[src/rtl/synth_pkg.sv]
// rtl/synth_pkg.sv - register map constants shared by the PWM bank
//
// Purpose: register offsets, CTRL field positions and the readback-zero
// constant, so decode and readback agree on a single definition.
// Ports: none (package).
package synth_pkg;

  // DUTY[i] sits at DUTY_BASE + i; CTRL follows the last channel.
  localparam int DUTY_BASE = 0;

  localparam int CTRL_EN_BIT      = 0;
  localparam int CTRL_STAGGER_BIT = 1;
  localparam int CTRL_PRE_LSB     = 8;
  localparam int CTRL_PRE_W       = 8;

  localparam logic [15:0] RD_ZERO = 16'h0000;

  function automatic int ctrl_offset(input int channels);
    return DUTY_BASE + channels;
  endfunction

endpackage

[src/rtl/pwm_channel.sv]
// rtl/pwm_channel.sv - one PWM channel: double-buffered duty and registered compare
//
// Purpose: holds the bus-written staging duty and the active duty used by the
// compare, applies the stagger phase offset and registers the PWM output.
// Ports:
//   clk_io, reset_io  clock, asynchronous active-low reset
//   en                output enable (low forces pwm to 0)
//   load              active duty reloads this cycle (wrap or disabled)
//   wr_en, wr_data    bus write to this channel's DUTY register
//   cnt               shared period counter
//   stagger           apply the per-channel phase offset
//   phase_step        counter offset between adjacent channels
//   staging           staging duty, for readback
//   pwm               registered PWM output
module pwm_channel #(
  parameter int WIDTH = 8,
  parameter int INDEX = 0
) (
  input  logic             clk_io,
  input  logic             reset_io,
  input  logic             en,
  input  logic             load,
  input  logic             wr_en,
  input  logic [WIDTH-1:0] wr_data,
  input  logic [WIDTH-1:0] cnt,
  input  logic             stagger,
  input  logic [WIDTH-1:0] phase_step,
  output logic [WIDTH-1:0] staging,
  output logic             pwm
);

  localparam logic [WIDTH-1:0] IDX = WIDTH'(INDEX);

  logic [WIDTH-1:0] active;
  logic [WIDTH-1:0] cnt_i;

  // Offset add wraps naturally at WIDTH bits, giving the modulo.
  always_comb begin
    cnt_i = cnt;
    if (stagger) cnt_i = cnt + IDX * phase_step;
  end

  always_ff @(posedge clk_io or negedge reset_io) begin
    if (!reset_io) begin
      staging <= '0;
      active  <= '0;
      pwm     <= 1'b0;
    end else begin
      if (wr_en) staging <= wr_data;
      // Write-through: a DUTY write landing on a load edge goes straight to
      // active so it is not deferred by a whole period.
      if (load) active <= wr_en ? wr_data : staging;
      pwm <= en && (cnt_i < active);
    end
  end

endmodule

[src/rtl/pwm_bank.sv]
// rtl/pwm_bank.sv - multi-channel PWM generator with shared prescaled counter
//
// Purpose: decodes a bus register window (DUTY[0..CHANNELS-1], CTRL), runs
// the prescaler and period counter, and drives CHANNELS PWM outputs with
// period-boundary duty updates and optional phase staggering.
// Ports:
//   clk_io           clock
//   reset_io         asynchronous active-low reset
//   addr_in          bus address
//   data_in          bus write data
//   wr_en_in         write strobe
//   rd_data_out      registered readback of the register at addr_in
//   pwm_out          PWM outputs, bit i is channel i
//   period_tick_out  one-cycle pulse after each counter wrap
module pwm_bank
  import synth_pkg::*;
#(
  parameter int                CHANNELS  = 8,
  parameter int                WIDTH     = 8,
  parameter int                ADDR_W    = 10,
  parameter logic [ADDR_W-1:0] BASE_ADDR = 'h3F0
) (
  input  logic                clk_io,
  input  logic                reset_io,
  input  logic [ADDR_W-1:0]   addr_in,
  input  logic [15:0]         data_in,
  input  logic                wr_en_in,
  output logic [15:0]         rd_data_out,
  output logic [CHANNELS-1:0] pwm_out,
  output logic                period_tick_out
);

  localparam int               CTRL_OFF   = ctrl_offset(CHANNELS);
  localparam logic [WIDTH-1:0] PHASE_STEP = WIDTH'((1 << WIDTH) / CHANNELS);

  logic                  en;
  logic                  stagger;
  logic [CTRL_PRE_W-1:0] pre;
  logic [CTRL_PRE_W-1:0] pc;
  logic [WIDTH-1:0]      cnt;

  logic        in_win;
  logic [31:0] off;
  logic        hit_ctrl;
  logic        ctrl_wr;
  logic        next_en;
  logic        out_en;
  logic        tick;
  logic        wrap;
  logic        load_all;
  logic [15:0] rd_next;
  logic [15:0] ctrl_rd;

  logic [WIDTH-1:0] staging [CHANNELS];

  always_comb begin
    in_win   = (addr_in >= BASE_ADDR);
    off      = 32'(addr_in - BASE_ADDR);
    hit_ctrl = in_win && (off == 32'(CTRL_OFF));
    ctrl_wr  = wr_en_in && hit_ctrl;
    next_en  = ctrl_wr ? data_in[CTRL_EN_BIT] : en;
    // Enabling waits for the CTRL register so the first compare sees cnt=0;
    // disabling takes effect on the writing edge so no extra cycle leaks out.
    out_en   = en && next_en;
    tick     = en && (pc >= pre);
    wrap     = tick && (cnt == {WIDTH{1'b1}});
    // While disabled, active tracks staging so enabling uses the latest duties.
    load_all = !en || wrap;
  end

  always_comb begin
    ctrl_rd                                     = RD_ZERO;
    ctrl_rd[CTRL_EN_BIT]                        = en;
    ctrl_rd[CTRL_STAGGER_BIT]                   = stagger;
    ctrl_rd[CTRL_PRE_LSB +: CTRL_PRE_W]         = pre;
    rd_next = RD_ZERO;
    if (hit_ctrl) rd_next = ctrl_rd;
    for (int i = 0; i < CHANNELS; i++) begin
      if (in_win && (off == 32'(DUTY_BASE + i))) rd_next = 16'(staging[i]);
    end
  end

  always_ff @(posedge clk_io or negedge reset_io) begin
    if (!reset_io) begin
      en              <= 1'b0;
      stagger         <= 1'b0;
      pre             <= '0;
      pc              <= '0;
      cnt             <= '0;
      period_tick_out <= 1'b0;
      rd_data_out     <= RD_ZERO;
    end else begin
      if (ctrl_wr) begin
        en      <= data_in[CTRL_EN_BIT];
        stagger <= data_in[CTRL_STAGGER_BIT];
        pre     <= data_in[CTRL_PRE_LSB +: CTRL_PRE_W];
      end
      if (!en) begin
        pc  <= '0;
        cnt <= '0;
      end else if (tick) begin
        pc  <= '0;
        cnt <= cnt + 1'b1;
      end else begin
        pc  <= pc + 1'b1;
      end
      period_tick_out <= wrap && next_en;
      rd_data_out     <= rd_next;
    end
  end

  for (genvar i = 0; i < CHANNELS; i++) begin : g_ch
    logic duty_wr;
    assign duty_wr = wr_en_in && in_win && (off == 32'(DUTY_BASE + i));

    pwm_channel #(
      .WIDTH(WIDTH),
      .INDEX(i)
    ) u_ch (
      .clk_io    (clk_io),
      .reset_io  (reset_io),
      .en        (out_en),
      .load      (load_all),
      .wr_en     (duty_wr),
      .wr_data   (data_in[WIDTH-1:0]),
      .cnt       (cnt),
      .stagger   (stagger),
      .phase_step(PHASE_STEP),
      .staging   (staging[i]),
      .pwm       (pwm_out[i])
    );
  end

endmodule
[config.mk]
export PLATFORM = sky130hd
export DESIGN_NAME = pwm_bank
export DESIGN_NICKNAME = d
export VERILOG_FILES = /design/src/rtl/synth_pkg.sv /design/src/rtl/pwm_channel.sv /design/src/rtl/pwm_bank.sv
export SDC_FILE = /design/constraint.sdc
export NUM_CORES = 1
export LEC_CHECK = 0
export BUFFER_PORTS_ARGS = -buffer_cell sky130_fd_sc_hd__buf_2
export CAP_MARGIN = 0
export CORE_MARGIN = 8
export CORE_UTILIZATION = 40
export CTS_CLUSTER_SIZE = 25
export DETAILED_ROUTE_END_ITERATION = 8
export PLACE_DENSITY = 0.53
export SYNTH_ARGS = -nofsm -noshare
export SYNTH_HDL_FRONTEND = slang
export SYNTH_HIERARCHICAL = 1
export SYNTH_SLANG_ARGS = --single-unit
export TNS_END_PERCENT = 30
[constraint.sdc]
create_clock -name clk_io -period 7.25 [get_ports clk_io]
set_input_delay 0.3625 -clock clk_io [delete_from_list [all_inputs] [get_ports clk_io]]
set_output_delay 0.3625 -clock clk_io [all_outputs]
set_load 0.02 [all_outputs]
==> impl_metrics.toml <==
[status]
outcome = "completed"

[power_and_ir_drop]
finalPower_mw = 2.31
powerDensity_mw_per_mm2 = 166
total_leakage_power_nw = 6.67
irDropWorstVdd_mv = 0.166

[clock_network]
cts_hold_buf = 0
cts_tree = "done"
h-tree-depth = 4
clockBufferDepth = 2
cts_setup_buffers = 0
cts_resized = 0
cts-root-buf = "clkbuf_16"
clock-sinks = 179
cts_buffers = 17
insertion_delay_ns = 0.43
clk_pin_slew_ns = 0.07

[logic_synthesis]
synthCells = 1204
syn-cell-area_mm2 = 0.0122
synth_cell_types = 76
syn-mean-instance-area_um2 = 10.2
yosysSeqAreaShare_pct = 36.6
synth_warnings = 6
yosysTopAreaCell = "dfrtp_1"
synthTopCellsByCount = "179 x dfrtp_1, 128 x inv_1, 125 x ha_1"
yosys_register_bits = 179
synth_top_flop_cell = "dfrtp_1"
post-synth-top-count-cell = "dfrtp_1"
synth_edf_count = 0
synthArstFlopShare_pct = 100
synth.top_cell.area_share_pct = 36.6
synthTopCellsByArea = "dfrtp_1 37%, ha_1 13%, mux2_2 8.3%"

[finish]
drive_above_1_share_pct = 16.5
fin_util_pct = 45.9
fill_cells = 2889
num_antenna_cells = 0
synthToLayoutAreaGrowth_pct = 13.8
fin_cells = 1750
finish.instance_area_mm2 = 0.0139
fin_nets = 1523

[floorplan]
die_area_mm2 = 0.0365
die_y_um = 191
fp.coreArea_mm2 = 0.0303
die_w_um = 191
ios = 54
start_util_pct = 40.4
row_count = 64

[detailed_routing]
postRouteAntennaNets = 0
vias_per_cell = 5.02
drt_iter0_drc = 500
drcViolationCount = 0
dr_total_vias = 8781
drt_wl_total_um = 30200
first_pass_iters = 5
wl_per_cell_um = 17.2

[worst_setup_path]
crit_arrival_ns = 3.87
start_kind = "register"
crit_chain = "inv_1, ha_1, nor2b_1, o21ai_0, a41oi_1, nor2_1, a21o_4, buf_4, mux2_2"
cpPeakStageDelay_ns = 0.57
crit_required_ns = 7.56
crit_family = "compound AO/OA/AOI/OAI gates"
critPathSlowestCell = "buf_4"
crit_buf_inv = 2
critPathKind = "register to register"
end_kind = "register"
critical_path.max_fanout = 62

[placed_design]
dp_cells = 1718
numPortBuffers = 53
dpl.hpwl_um = 21900
dp_slack_ns = 3.71
gp_congestion = 0.830
dpl_cell_area_mm2 = 0.0133

[timing]
period_share_pct = 49.1
finalCriticalPeriod_ns = 3.56
hold_viol_final = 0
slew_headroom_pct = 24.3
finalSetupViolations = 0
fmax_mhz = 281
final.setup_skew_ns = 0.0104
finalSetupTns_ns = 0
tightest_slew_ns = 1.13
rsz0062_at_grt = "false"
worst_slack_ns = 3.69
slew_violations = 0
holdWs_ns = 0.0176

[min_path]
min_path_type = "input pin to async pin"

[global_routing]
antenna_found_initial = 0
grt_max_degree = 114
overflow = 0
grt_pass1_vias = 8745
grt_pass1_wl_um = 49100
grt_util_all_layers_pct = 17.1

[run]
drv_cap = 0
==> routing by layer <==
layer	vias to the layer above	GRT usage, %	part of all wire [%]
li1	4424	-	-
met1	4191	23.9	49
met2	143	27.6	46
met3	23	2.72	3.7
met4	0	3.82	1.4
met5	-	0	0
==> cells by family (layout without fill, tap and decap cells) <==
logic type               Yosys count  in the layout  share of synthesized area, %
AND/OR/NAND/NOR                  263            263                          10.8
AO/OA/AOI/OAI                    259            259                          13.5
flip-flops                       179            179                          36.6
buffers and inverters            168            229                          5.59
adder cells (fa/ha/maj)          153            153                          17.3
multiplexers                     133            133                          12.6
XOR/XNOR                          47             47                          3.47
other                              2             91                        0.0613
==> layout make-up <==
type,instances,area (um2),area share (%)
Multi-Input combinational cell,946,7440,53.4
Tap cell,396,495,3.56
Clock buffer,19,453,3.25
Clock inverter,13,196,1.41
Sequential cell,179,4480,32.1
Timing Repair Buffer,69,394,2.83
Inverter,128,480,3.45
==> report_power, final <==
group | switching, mW | total (mW) | internal [mW]
Clock | 0.420 | 1.02 | 0.604
Sequential | 0.00585 | 1.02 | 1.01
Combinational | 0.163 | 0.274 | 0.111
Total | 0.589 | 2.31 | 1.72
==> worst register-to-register path, cell delays in order, from the launching register on <==
cell	delay, ns
dfrtp_1	0.43
inv_1	0.07
ha_1	0.27
nor2b_1	0.04
o21ai_0	0.18
a41oi_1	0.42
nor2_1	0.47
a21o_4	0.54
buf_4	0.59
mux2_2	0.43
==> final timing paths <==
check | start | to | slack, ns | depth (start not counted)
max | pc[0] | g_ch[1].u_ch/active[0] | 3.69 | 9
min | reset_io | g_ch[3].u_ch/active[1] | 0.02 | 1
max reg2reg | pc[0] | g_ch[1].u_ch/active[0] | 3.69 | 9
min reg2reg | g_ch[5].u_ch/active[0] | g_ch[5].u_ch/active[0] | 0.51 | 1
max in group asynchronous | reset_io | stagger | 5.79 | 2
min in group clk_io | data_in[15] | pre[7] | 0.17 | 2
==> sequential cells by signal (all words and copies together), names as in the netlist <==
| name | cells |
|---|---|
| pre | 8 |
| g_ch.u_ch/active | 64 |
| g_ch.u_ch/staging | 64 |
| pc | 8 |
| period_tick_out | 1 |
| g_ch.u_ch/pwm | 8 |
| cnt | 8 |
| stagger | 1 |
| en | 1 |
| rd_data_out | 16 |
==> layout by cell type, fill, tap and decap left out, types with 10 or more instances in the layout <==
cell and count:
ha_1 125, mux2_4 10, dfrtp_1 178, inv_1 128
a21o_1 17, nor2_1 37, xnor2_1 31, o21ai_0 93
conb_1 91, clkbuf_16 17, buf_2 52, nand3b_1 10
xor2_1 15, a211oi_1 20, nand2b_1 14, buf_4 16
nand2_1 106, nor4_1 10, nand3_1 18, fa_1 28
mux2_2 90, mux2i_1 23, nor2b_1 19, a21oi_1 51
No activity file was read; power rests on OpenSTA's default activity.
